`src/rtl/mem_access_unit.sv`:
```
// Memory-stage load/store engine: runs one valid/ready bus transfer per access
// and returns an aligned, extended load result to writeback.
module mem_access_unit #(
  parameter int unsigned TIMEOUT_CYCLES = 255
) (
  input  logic        clk,
  input  logic        rst,
  input  logic        memread,
  input  logic        memwrite,
  input  logic [1:0]  size,
  input  logic        load_unsigned,
  input  logic [31:0] addr,
  input  logic [31:0] store_data,
  output logic        stall,
  output logic [31:0] mem_read_data,
  output logic        misalign,
  output logic        bus_error,
  output logic        bus_req,
  output logic        bus_we,
  output logic [31:0] bus_addr,
  output logic [3:0]  bus_be,
  output logic [31:0] bus_wdata,
  input  logic        bus_ready,
  input  logic [31:0] bus_rdata
);

  localparam int unsigned CNT_W = 16;
  localparam logic [CNT_W-1:0] CNT_LAST = CNT_W'(TIMEOUT_CYCLES - 1);

  typedef enum logic [1:0] {IDLE, REQ, DONE} state_t;

  state_t            state_q, state_d;
  logic [CNT_W-1:0]  cnt_q, cnt_d;
  logic [1:0]        off_q, off_d;
  logic [1:0]        size_q, size_d;
  logic              uns_q, uns_d;
  logic [31:0]       mem_read_data_q, mem_read_data_d;
  logic              misalign_q, misalign_d;
  logic              bus_error_q, bus_error_d;
  logic              bus_req_q, bus_req_d;
  logic              bus_we_q, bus_we_d;
  logic [31:0]       bus_addr_q, bus_addr_d;
  logic [3:0]        bus_be_q, bus_be_d;
  logic [31:0]       bus_wdata_q, bus_wdata_d;

  logic        is_op, aligned, access_ok;
  logic [3:0]  be_c;
  logic [31:0] wdata_c, lane_c, load_c;

  // Decode the incoming access: legality, byte enables, lane-replicated data
  always_comb begin
    is_op = memread | memwrite;
    case (size)
      2'b00:   aligned = 1'b1;
      2'b01:   aligned = ~addr[0];
      2'b10:   aligned = (addr[1:0] == 2'b00);
      default: aligned = 1'b0;
    endcase
    access_ok = (memread ^ memwrite) & aligned;
    case (size)
      2'b00:   be_c = 4'b0001 << addr[1:0];
      2'b01:   be_c = 4'b0011 << addr[1:0];
      default: be_c = 4'b1111;
    endcase
    case (size)
      2'b00:   wdata_c = {4{store_data[7:0]}};
      2'b01:   wdata_c = {2{store_data[15:0]}};
      default: wdata_c = store_data;
    endcase
  end

  // Pick the addressed lane out of the read word and extend it
  always_comb begin
    lane_c = bus_rdata >> {off_q, 3'b000};
    case (size_q)
      2'b00:   load_c = uns_q ? {24'h0, lane_c[7:0]}  : {{24{lane_c[7]}},  lane_c[7:0]};
      2'b01:   load_c = uns_q ? {16'h0, lane_c[15:0]} : {{16{lane_c[15]}}, lane_c[15:0]};
      default: load_c = lane_c;
    endcase
  end

  always_comb begin
    state_d         = state_q;
    cnt_d           = cnt_q;
    off_d           = off_q;
    size_d          = size_q;
    uns_d           = uns_q;
    mem_read_data_d = mem_read_data_q;
    misalign_d      = 1'b0;
    bus_error_d     = 1'b0;
    bus_req_d       = bus_req_q;
    bus_we_d        = bus_we_q;
    bus_addr_d      = bus_addr_q;
    bus_be_d        = bus_be_q;
    bus_wdata_d     = bus_wdata_q;
    case (state_q)
      IDLE: begin
        if (access_ok) begin
          state_d     = REQ;
          cnt_d       = '0;
          off_d       = addr[1:0];
          size_d      = size;
          uns_d       = load_unsigned;
          bus_req_d   = 1'b1;
          bus_we_d    = memwrite;
          bus_addr_d  = {addr[31:2], 2'b00};
          bus_be_d    = be_c;
          bus_wdata_d = wdata_c;
        end else if (is_op) begin
          misalign_d = 1'b1;
        end
      end
      REQ: begin
        // A ready in the final timeout cycle still completes the transfer
        if (bus_ready) begin
          state_d   = DONE;
          bus_req_d = 1'b0;
          if (!bus_we_q) mem_read_data_d = load_c;
        end else if (cnt_q == CNT_LAST) begin
          state_d         = DONE;
          bus_req_d       = 1'b0;
          bus_error_d     = 1'b1;
          mem_read_data_d = '0;
        end else begin
          cnt_d = cnt_q + CNT_W'(1);
        end
      end
      DONE:    state_d = IDLE;
      default: state_d = IDLE;
    endcase
  end

  always_ff @(posedge clk or posedge rst) begin
    if (rst) begin
      state_q         <= IDLE;
      cnt_q           <= '0;
      off_q           <= '0;
      size_q          <= '0;
      uns_q           <= 1'b0;
      mem_read_data_q <= '0;
      misalign_q      <= 1'b0;
      bus_error_q     <= 1'b0;
      bus_req_q       <= 1'b0;
      bus_we_q        <= 1'b0;
      bus_addr_q      <= '0;
      bus_be_q        <= '0;
      bus_wdata_q     <= '0;
    end else begin
      state_q         <= state_d;
      cnt_q           <= cnt_d;
      off_q           <= off_d;
      size_q          <= size_d;
      uns_q           <= uns_d;
      mem_read_data_q <= mem_read_data_d;
      misalign_q      <= misalign_d;
      bus_error_q     <= bus_error_d;
      bus_req_q       <= bus_req_d;
      bus_we_q        <= bus_we_d;
      bus_addr_q      <= bus_addr_d;
      bus_be_q        <= bus_be_d;
      bus_wdata_q     <= bus_wdata_d;
    end
  end

  // Stall is combinational so the pipeline freezes in the detect cycle itself
  assign stall         = ((state_q == IDLE) && access_ok) || (state_q == REQ);
  assign mem_read_data = mem_read_data_q;
  assign misalign      = misalign_q;
  assign bus_error     = bus_error_q;
  assign bus_req       = bus_req_q;
  assign bus_we        = bus_we_q;
  assign bus_addr      = bus_addr_q;
  assign bus_be        = bus_be_q;
  assign bus_wdata     = bus_wdata_q;

endmodule
```
`config.mk`:
```
export PLATFORM = sky130hd
export DESIGN_NAME = mem_access_unit
export DESIGN_NICKNAME = d
export VERILOG_FILES = /design/src/rtl/mem_access_unit.sv
export SDC_FILE = /design/constraint.sdc
export NUM_CORES = 1
export LEC_CHECK = 0
export CAP_MARGIN = 20
export CORE_UTILIZATION = 49
export CTS_BUF_LIST = sky130_fd_sc_hd__clkbuf_16
export DETAILED_ROUTE_END_ITERATION = 10
export PLACE_DENSITY = 0.86
export SYNTH_ARGS = -nofsm -noshare
export SYNTH_HDL_FRONTEND = slang
export SYNTH_SLANG_ARGS = --single-unit
```
`constraint.sdc`:
```
create_clock -name clk -period 9.15 [get_ports clk]
set_input_delay 1.83 -clock clk [delete_from_list [all_inputs] [get_ports clk]]
set_output_delay 1.83 -clock clk [all_outputs]
set_load 0.005 [all_outputs]
```
[Yosys cells after proc, flatten, opt, wreduce, memory -nomap -nowiden]
Index checks and enable logic that the tools add are counted.
Operators by class
  add/sub/neg operators: 1
  multipliers: 0
  div/mod/pow operators: 0
  order comparisons: 0
  eq/ne operators: 10
  shift-type cells: 3
  mux-type cells: 27
  bitwise gates (word level): 4
  reduce and logical (&&, ||, !) cells: 13
Operator list (count)
  two-way mux 32 bit: 5
  one-hot mux 32 bit (2 select lines): 2
  two-way mux 16 bit: 3
  one-hot mux 16 bit (2 select lines): 1
  right shift 32 x 5 -> 32 bit: 1
  adder 16 x 1 -> 16 bit, second input constant: 1
  equality test 16 x 8 -> 1 bit, second input constant: 1
  two-way mux 1 bit: 9
  logical NOT 2 bit: 4
  inequality test 2 bit, second input constant: 4
  one-hot mux 4 bit (2 select lines): 1
  equality test 2 x 1 -> 1 bit, second input constant: 3
  two-way mux 2 bit: 3
  AND reduction 3 bit: 2
  one-hot mux 2 bit (2 select lines): 1
  AND reduction 2 bit: 2
  AND reduction 4 bit: 1
  nonzero test 2 bit: 2
  << shifter 1 x 2 -> 4 bit, first input constant: 1
  << shifter 2 x 2 -> 4 bit, first input constant: 1
  inequality test 3 bit, second input constant: 1
  one-hot mux 1 bit (3 select lines): 1
  equality test 2 bit, second input constant: 1
  one-hot mux 1 bit (2 select lines): 1
  other kinds (6): 6
Storage, ports and cells
  flip-flop bits (word level): 125
  latch bits: 0
  memory bits (writable): 0
  bits in read-only memories: 0
  output and inout port bits: 105
  memories kept: 0

[Depth between registers and ports, before layout]
Gate-level depths: netlist (run 1).
  word-level depth: 5
  gate-level depth with buffers: 10
  depth with buffers taken out: 8

[Worst setup path before layout (run 1)]
No wires, ideal clock.
  path kind: input-to-output
  start: input size[0]
  end: output stall
  arrival: 2.426 ns
  path slack: 4.894 ns
  cell stages on the path: 4
  cell sequence: buf_2 -> o21ai_0 -> a31oi_1 -> nor2_1
On the way
  word-level cells in the longest chain between the ends: 5
  elaborated cells between the ends (all ways): 7
  classes of those cells: 2 x eq/ne; 1 x mux; 1 x bitwise; 3 x reduce/logical
Ends and longest elaborated chain
  start: declaration: RTL line 10  | input logic [1:0] size,
  equality test 2 bit (tied with other cells): RTL line 53  | case (size)
  one-hot mux 1 bit (3 select lines) *: RTL line 53
  AND 1 bit *: RTL line 59  | access_ok = (memread ^ memwrite) & aligned;
  logical AND 1 bit *: RTL line 166  | assign stall = ((state_q == IDLE) && access_ok) || (state_q == REQ);
  logical OR 1 bit *: RTL line 166
  end: declaration: RTL line 14  | output logic stall,
Mark *: on every way between the ends. The rest lies on a longest branch, timed or not.

[Worst setup path in the final report (run 1)]
Same ends and word-level chain as after synthesis.

==> results.py, run 1 <==
metrics = {
    "sta": {
        "worst_slew_pin_slew_ns": 0.961,
        "totalNegativeSetupSlack_ns": 0,
        "drv_slew": 0,
        "rsz0062_at_grt": "no",
        "fin_skew_ns": 0.00807,
        "slew_headroom": 0.360,
        "fin_ws_ns": 3.04,
        "fmax_ghz": 0.164,
        "period_needed_ns": 6.11,
        "min_period_over_period": 0.668,
        "hold_viol": 0,
        "finalSetupViolCount": 0,
    },
    "grt": {
        "grt_max_degree": 96,
        "grt_pass1_vias": 5525,
        "antenna_found_initial": 0,
        "gr-total-overflow": 0,
        "grt_pass1_wl_mm": 27.9,
        "track_usage": 0.284,
    },
    "pwr": {
        "power_density_mw_per_mm2": 281,
        "irDropWorstVdd_v": 0.000156,
        "power.leakage_uw": 0.00384,
    },
    "final_layout": {
        "fillCellCount": 842,
        "area_growth_pct": 44.1,
        "finalNetCount": 921,
        "drive_above_1_share": 0.0631,
        "diodes": 0,
    },
    "critical_path": {
        "crit_arrival_ns": 4.28,
        "critPathCaptureType": "output pin",
        "worst_setup_path_start_kind": "primary input",
        "crit_required_ns": 7.32,
        "crit_type": "in -> out",
        "crit_top_cell": "clkdlybuf4s50_1",
        "cp_max_fo": 21,
        "cp_slowest_stage_delay_ns": 0.90,
        "slowest_stage": "clkdlybuf4s50_1",
        "crit_chain": "clkdlybuf4s50_1 > o21ai_0 > a31oi_1 > nor2_1 > clkdlybuf4s50_1",
    },
    "die": {
        "die_area_mm2": 0.0127,
        "core_area_mm2": 0.0120,
        "die_w_um": 113,
        "initial_utilization": 0.502,
        "rows": 40,
        "io_pins": 209,
        "fp.dieH_um": 113,
    },
    "yosys": {
        "synth.area.top_cells": "dfrtp_1 52%, nand2_1 11%, mux2i_1 6.5%, o21ai_0 4.1%, a221o_1 3.0%",
        "ys.warnings.count": 0,
        "ys_ff_latch": 125,
        "synth.most_common_cell": "nand2_1",
        "netlist_instances": 625,
        "synth_edf_count": 0,
        "synth_top_area_cell": "dfrtp_1",
        "synthTopCellsByCount": "179 x nand2_1, 125 x dfrtp_1, 49 x o21ai_0, 39 x mux2i_1, 31 x a21oi_1",
        "synth_cell_types": 53,
        "netlist_area_mm2": 0.00600,
        "ys_dominant_reg_cell": "dfrtp_1",
        "ys_seq_area_frac": 0.521,
        "synth_area_per_cell_um2": 9.60,
        "synth_top_area_share": 0.521,
        "synthArstFlopShare": 1.00,
    },
    "drt": {
        "num_vias": 5504,
        "drc": 0,
        "drtPass1Iterations": 5,
        "wire_per_inst_um": 17.8,
        "via_per_inst": 5.67,
        "wl_mm": 17.3,
        "antenna_left": 0,
        "drt_iter0_drc": 499,
    },
    "cts": {
        "clock_path_buffers": 2,
        "cts-htree-levels": 4,
        "path_clk_slew_ns": 0.05,
        "clock_sinks": 125,
        "cts_tree": "built",
        "clk_latency_ns": 0.41,
        "cts_root_buffer": "clkbuf_16",
        "ctsHoldBuffers": 0,
        "cts_made_buffers": 17,
        "post_cts_buffers": 0,
        "post_cts_resized": 0,
    },
    "placement": {
        "pre_cts_slack_ns": 3.13,
        "port_buffers": 206,
        "dp_hpwl_mm": 12.2,
        "gp_congestion": 0.880,
    },
    "worst_hold_path": {
        "hp-class": "reg -> reg",
    },
    "job": {
        "drv_cap": 0,
    },
    "status": {
        "status": "finished, final reports clean",
    },
}
==> path summary, 6_finish.rpt <==
kind                                               start                            end  slack (ns)  cells past startpoint
worst max-delay path                             size[0]                          stall        3.04                      5
worst min-delay path            bus_wdata[2]$_DFFE_PP0P_       bus_wdata[2]$_DFFE_PP0P_        0.48                      2
worst max register to register    state_q[1]$_DFFE_PP0P_  mem_read_data[29]$_DFFE_PP0P_        6.63                      4
worst min register to register  bus_wdata[2]$_DFFE_PP0P_       bus_wdata[2]$_DFFE_PP0P_        0.48                      2
max in group asynchronous                            rst          bus_be[0]$_DFFE_PP0P_        5.93                      3
min in group asynchronous                            rst       bus_addr[27]$_DFFE_PP0P_        1.88                      2
==> power by group <==
| part | internal [uW] | switching [uW] |
|---|---|---|
| combinational | 534 | 358 |
| clock | 388 | 231 |
| sequential | 756 | 160 |
==> flip-flops by register name, summed over array words and instances (netlist names), 2 cells and up <==
name	cells
mem_read_data	32
size_q	2
cnt_q	16
bus_wdata	32
bus_be	4
state_q	2
bus_addr	30
off_q	2
==> through the flow <==
| stage | power (uW) | utilization | hold WS, ns | cell area (um2) | std cells |
|---|---|---|---|---|---|
| floorplan | 1260 | - | 0.470 | 6000 | 626 |
| global route | 2560 | 0.723 | 0.496 | 8640 | 971 |
| global placement | 1770 | 0.678 | 0.458 | 8110 | 942 |
| CTS | 2440 | 0.723 | 0.478 | 8640 | 971 |
| detailed placement | 1810 | 0.678 | 0.461 | 8110 | 942 |
| finish | 2430 | 0.723 | 0.475 | 8640 | 971 |
==> per-layer routing <==
layer,global-route usage,part of all wire,vias up
met4,0.118,0.033,0
met2,0.458,0.48,236
met3,0.110,0.093,42
met1,0.342,0.39,2677
li1,-,-,2549
met5,0,0,-
==> final cells by class <==
type	instances	area, um2	area share
Sequential cell	125	3130	0.362
Clock inverter	12	109	0.0126
Inverter	9	36.3	0.00420
Multi-Input combinational cell	450	2660	0.308
Timing Repair Buffer	211	2100	0.243
Tap cell	147	184	0.0213
Clock buffer	17	425	0.0492
==> cell families after synthesis <==
family                   count (synthesis)  synth area share
AND/OR/NAND/NOR                        260             0.201
AO/OA/AOI/OAI                          135             0.147
flip-flops                             125             0.521
buffers and inverters                   51            0.0392
multiplexers                            48            0.0819
adder cells (fa/ha/maj)                  3           0.00626
XOR/XNOR                                 2           0.00292
other                                    1          0.000625
==> placed cells by master, fill, tap and decap left out, types with 3 or more instances in the layout <==
master           synthesis  layout
clkdlybuf4s50_1          0     206
mux2i_1                 39      39
o31ai_1                  5       5
clkbuf_16                0      17
nand2b_1                 4       4
dfrtp_1                125     125
and4_1                   4       4
nand4_1                  4       4
ha_1                     3       3
o2bb2ai_1                8       8
a21oi_1                 31      31
nand2_1                179     179
a221o_1                 18      18
clkinv_1                 0       3
o21ai_0                 49      49
or4_1                    4       4
nor3_1                   4       4
clkinv_2                 0       3
mux2_2                   8       8
o211ai_1                 3       3
nand3_1                  8       7
o22ai_1                  3       3
nor2_1                  21      21
inv_1                    9      10
or3_1                   10      10
a22o_1                   8       8
nor2b_1                  4       4
buf_4                    4       5
==> critical path: cells and delay by family <==
family	cells	cell delay [ns]
buf+inv	2	1.45
compound gates	2	0.87
simple gates	1	0.14
(Power assumes the default switching activity.)
==> run 2, diff against run 1 <==
CORE_UTILIZATION = 46   (was 49)
PLACE_DENSITY = 0.81   (was 0.86)
clock period = 5.77 ns   (was 9.15 ns; I/O delays follow)
==> run 2 against run 1 <==
Compared with the run above:
- cell count is 3.0% higher
- register-to-register slack worse by 3.5 ns
- global-route usage is 1.2 points lower
- wire length is 2.8% higher
- die area is 6.4% higher
- sequential share of layout area is 0.67 points lower
- clock skew is 0.0037 ns lower
- combinational power is 60% higher
- first-iteration DRC count is 28% lower
- clock power is 90% higher
- highest routed layer unchanged
==> results.py, run 2 (synthesis gave the netlist of run 1 again) <==
metrics = {
    "status": {
        "status": "finished, final reports clean",
    },
    "critical_path": {
        "cp_slowest_stage_delay_ns": 0.51,
        "slowest_stage": "clkdlybuf4s50_1",
        "crit_arrival_ns": 3.06,
        "path_buf_inv": 3,
        "worst_setup_path_start_kind": "primary input",
        "crit_family": "buffers and inverters",
        "critPathCaptureType": "output pin",
        "crit_required_ns": 4.62,
        "crit_chain": "clkdlybuf4s50_1 > buf_4 > o21ai_0 > a31oi_1 > nor2_1 > clkdlybuf4s50_1",
        "crit_type": "in -> out",
        "crit_top_cell": "clkdlybuf4s50_1",
        "cp_max_fo": 21,
    },
    "drt": {
        "drt_iter0_drc": 361,
        "wire_per_inst_um": 17.8,
        "drtPass1Iterations": 5,
        "num_vias": 5550,
        "wl_mm": 17.8,
        "drc": 0,
        "antenna_left": 0,
        "via_per_inst": 5.55,
    },
    "die": {
        "fp.dieH_um": 116,
        "initial_utilization": 0.474,
        "io_pins": 209,
        "die_area_mm2": 0.0135,
        "rows": 41,
        "die_w_um": 116,
        "core_area_mm2": 0.0127,
    },
    "sta": {
        "min_period_over_period": 0.731,
        "finalSetupViolCount": 0,
        "period_needed_ns": 4.22,
        "fin_skew_ns": 0.00442,
        "rsz0062_at_grt": "no",
        "worst_slew_pin_slew_ns": 0.962,
        "totalNegativeSetupSlack_ns": 0,
        "drv_slew": 0,
        "slew_headroom": 0.359,
        "fmax_ghz": 0.237,
        "hold_viol": 0,
    },
    "cts": {
        "cts_tree": "built",
        "path_clk_slew_ns": 0.05,
        "ctsHoldBuffers": 0,
        "clock_sinks": 125,
        "post_cts_buffers": 0,
        "clock_path_buffers": 2,
        "cts-htree-levels": 4,
        "clk_latency_ns": 0.42,
        "cts_made_buffers": 17,
        "cts_root_buffer": "clkbuf_16",
        "post_cts_resized": 0,
    },
    "placement": {
        "placed_area_mm2": 0.00816,
        "gp_congestion": 0.842,
        "port_buffers": 206,
        "dp_hpwl_mm": 12.5,
    },
    "job": {
        "drv_cap": 0,
    },
    "grt": {
        "gr-total-overflow": 0,
        "grt_pass1_wl_mm": 27.8,
        "grt_pass1_vias": 5623,
        "antenna_found_initial": 0,
        "grt_max_degree": 96,
        "track_usage": 0.272,
    },
    "pwr": {
        "pwr-share-clk": 0.292,
        "intPower_uw": 2850,
        "power_density_mw_per_mm2": 459,
        "switchingPower_uw": 1200,
        "seqPwrFrac": 0.355,
        "p_sw_frac": 0.296,
        "power_uw": 4040,
        "power.leakage_uw": 0.00390,
        "combPwrFrac": 0.354,
        "irDropWorstVdd_v": 0.000283,
    },
    "final_layout": {
        "final_common_cell": "clkdlybuf4s50_1",
        "fillCellCount": 930,
        "layout_common_cells": "206 x clkdlybuf4s50_1, 179 x nand2_1, 125 x dfrtp_1",
        "final_area_mm2": 0.00881,
        "drive_above_1_share": 0.0700,
        "finalNetCount": 923,
        "diodes": 0,
        "area_growth_pct": 46.8,
    },
    "worst_hold_path": {
        "hp-class": "reg -> reg",
    },
}
run 2: cell count changes in the layout (fill, tap and decap cells not counted), sizes merged:
| cell | previous run | this run |
|---|---|---|
| buf | 5 | 7 |
| clkinv | 6 | 5 |
| inv | 11 | 10 |
| bufinv | 2 | 6 |
run 2: worst min-delay path, cell delays in order (launching register included):
cell     delay [ns]
dfrtp_1        0.34
nand2_1        0.05
nand2_1        0.05
run 2: cell type report:
| cell class | instances | area [um2] | share of cell area |
|---|---|---|---|
| clock inverters | 14 | 225 | 0.0256 |
| repair buffers | 213 | 2110 | 0.240 |
| clock buffers | 17 | 425 | 0.0483 |
| well taps | 172 | 215 | 0.0244 |
| inverters | 9 | 36.3 | 0.00412 |
| flip-flops and latches | 125 | 3130 | 0.355 |
| multi-input cells | 450 | 2660 | 0.302 |
run 2: metal layers:
metal	global-route usage	part of all wire
met5	0	0
met4	0.120	0.025
met3	0.113	0.11
met2	0.458	0.49
met1	0.303	0.38
run 2: power by group through the flow:
stage	clock, uW	sequential (uW)	combinational, uW
after floorplan	0	1410	587
after global placement	0	1420	1390
after detailed placement	0	1440	1420
after CTS	1190	1430	1440
after global routing	1230	1480	1560
final	1180	1430	1430
run 2: final timing paths:
check | start | to | slack (ns) | cells past startpoint
setup / recovery | size[0] | stall | 1.55 | 6
min in group asynchronous | rst | cnt_q[11]$_DFFE_PP0P_ | 1.27 | 2
hold reg to reg | bus_addr[31]$_DFFE_PP0P_ | bus_addr[31]$_DFFE_PP0P_ | 0.47 | 2
max in group asynchronous | rst | mem_read_data[30]$_DFFE_PP0P_ | 3.29 | 3
setup reg to reg | state_q[1]$_DFFE_PP0P_ | mem_read_data[24]$_DFFE_PP0P_ | 3.17 | 4
hold / removal | bus_addr[31]$_DFFE_PP0P_ | bus_addr[31]$_DFFE_PP0P_ | 0.47 | 2
run 2: stage by stage:
| stage | utilization | std cells | setup slack, ns | hold WS, ns |
|---|---|---|---|---|
| 6_report | 0.695 | 1000 | 1.55 | 0.472 |
| 5_1_grt | 0.695 | 1000 | 1.47 | 0.495 |
| 4_1_cts | 0.695 | 1000 | 1.53 | 0.479 |
| 3_5_place_dp | 0.644 | 969 | 1.58 | 0.464 |
| 3_3_place_gp | 0.644 | 969 | 1.64 | 0.459 |
| 2_1_floorplan | - | 626 | 1.29 | 0.470 |
==> run 3, diff against run 2 <==
clock period = 4.3 ns   (was 5.77 ns; I/O delays follow)
==> run 3 against run 2 <==
Compared with the run above:
- clock-buffer cell count stayed put
- sequential share of layout area up 0.36 points
- wire length decreased by 2.0%
- cell count up 0.20%
- global-route usage fell by 0.25 points
- register-to-register slack got worse by 1.4 ns
- final area decreased by 1.0%
- first-iteration DRC count grew 5.3%
- utilization decreased by 0.70 points
- total power rose by 27%
- largest power group unchanged
==> results.py, run 3 (synthesis gave the netlist of run 1 again) <==
metrics = {
    "critical_path": {
        "cp_max_fo": 8,
        "worst_setup_path_start_kind": "primary input",
        "slowest_stage": "clkdlybuf4s50_1",
        "crit_family": "buffers and inverters",
        "critPathCaptureType": "output pin",
        "cp_slowest_stage_delay_ns": 0.55,
        "path_buf_inv": 2,
        "crit_required_ns": 3.44,
        "crit_arrival_ns": 2.70,
        "crit_top_cell": "clkdlybuf4s50_1",
        "crit_type": "in -> out",
        "crit_chain": "clkdlybuf4s50_1 > o21ai_0 > a31oi_1 > nor2_1 > clkdlybuf4s50_1",
    },
    "die": {
        "rows": 41,
        "initial_utilization": 0.474,
        "die_w_um": 116,
        "die_area_mm2": 0.0135,
        "io_pins": 209,
        "core_area_mm2": 0.0127,
        "fp.dieH_um": 116,
    },
    "cts": {
        "post_cts_buffers": 0,
        "ctsHoldBuffers": 0,
        "cts-htree-levels": 4,
        "cts_made_buffers": 17,
        "path_clk_slew_ns": 0.06,
        "clock_path_buffers": 2,
        "cts_tree": "built",
        "clk_latency_ns": 0.42,
        "clock_sinks": 125,
        "cts_root_buffer": "clkbuf_16",
        "post_cts_resized": 0,
    },
    "sta": {
        "drv_slew": 0,
        "finalSetupViolCount": 0,
        "worst_slew_pin_slew_ns": 0.875,
        "rsz0062_at_grt": "no",
        "fin_skew_ns": 0.00654,
        "hold_viol": 0,
        "min_period_over_period": 0.829,
        "slew_headroom": 0.414,
        "totalNegativeSetupSlack_ns": 0,
        "whs_ns": 0.478,
        "period_needed_ns": 3.56,
        "fmax_ghz": 0.281,
        "fin_ws_ns": 0.736,
    },
    "drt": {
        "wl_mm": 17.5,
        "antenna_left": 0,
        "drt_iter0_drc": 380,
        "drtPass1Iterations": 5,
        "num_vias": 5469,
        "via_per_inst": 5.46,
        "drc": 0,
        "wire_per_inst_um": 17.4,
    },
    "final_layout": {
        "final_common_cell": "clkdlybuf4s50_1",
        "finalNetCount": 924,
        "final_core_util": 0.688,
        "fillCellCount": 949,
        "drive_above_1_share": 0.0699,
        "area_growth_pct": 45.3,
        "diodes": 0,
        "layout_common_cells": "206 x clkdlybuf4s50_1, 179 x nand2_1, 125 x dfrtp_1",
    },
    "placement": {
        "dp_hpwl_mm": 12.4,
        "port_buffers": 206,
        "pre_cts_slack_ns": 0.728,
        "gp_congestion": 0.837,
    },
    "grt": {
        "grt_pass1_vias": 5475,
        "grt_max_degree": 68,
        "antenna_found_initial": 0,
        "gr-total-overflow": 0,
        "grt_pass1_wl_mm": 27.4,
        "track_usage": 0.270,
    },
    "job": {
        "drv_cap": 0,
    },
    "pwr": {
        "power.leakage_uw": 0.00386,
        "power_uw": 5130,
        "power_density_mw_per_mm2": 588,
        "irDropWorstVdd_v": 0.000400,
    },
    "worst_hold_path": {
        "hp-class": "reg -> reg",
    },
    "status": {
        "status": "finished, final reports clean",
    },
}
## run 3: worst reg2reg max path, delay by kind of cell (launching register included)
family	cells	cell delay, ns
AOI/OAI and AO/OA	1	0.21
DFF	1	0.53
and+or+nand+nor	3	1.72
## run 3: layer usage
| layer | track usage | vias to the layer above | wire length (um) |
|---|---|---|---|
| met5 | 0 | - | 0 |
| met4 | 0.121 | 0 | 451 |
| met3 | 0.101 | 37 | 1630 |
| met2 | 0.435 | 249 | 8340 |
| met1 | 0.322 | 2618 | 7030 |
| li1 | - | 2565 | - |
## run 3: through the flow
| stage | instance area (um2) | std cells |
|---|---|---|
| after floorplan | 6000 | 626 |
| after global placement | 8170 | 969 |
| after detailed placement | 8180 | 970 |
| after CTS | 8720 | 1002 |
| after global routing | 8720 | 1002 |
| final | 8720 | 1002 |
## run 3: path summary, 6_finish.rpt
| kind | startpoint | endpoint | slack, ns | cells after the start |
|---|---|---|---|---|
| max in group asynchronous | rst | bus_addr[20]$_DFFE_PP0P_ | 2.54 | 3 |
| worst min register to register | bus_wdata[6]$_DFFE_PP0P_ | bus_wdata[6]$_DFFE_PP0P_ | 0.48 | 2 |
| worst min-delay path | bus_wdata[6]$_DFFE_PP0P_ | bus_wdata[6]$_DFFE_PP0P_ | 0.48 | 2 |
| worst max-delay path | addr[1] | stall | 0.74 | 5 |
| worst max register to register | state_q[1]$_DFFE_PP0P_ | mem_read_data[16]$_DFFE_PP0P_ | 1.78 | 4 |
| min in group asynchronous | rst | cnt_q[10]$_DFFE_PP0P_ | 0.97 | 2 |
## run 3: final cells by class
type                            instances  area, um2  area share
Multi-Input combinational cell        450       2660       0.305
Clock inverter                         15        109      0.0125
Sequential cell                       125       3130       0.359
Clock buffer                           17        425      0.0488
Inverter                                9       36.3     0.00416
Tap cell                              172        215      0.0247
Timing Repair Buffer                  214       2140       0.246
## run 3: power breakdown
group / internal [uW] / switching (uW) / leakage [uW]
registers: 1610 / 318 / 0.00159
logic: 1140 / 764 / 0.00201
clock network: 778 / 518 / 0.000263
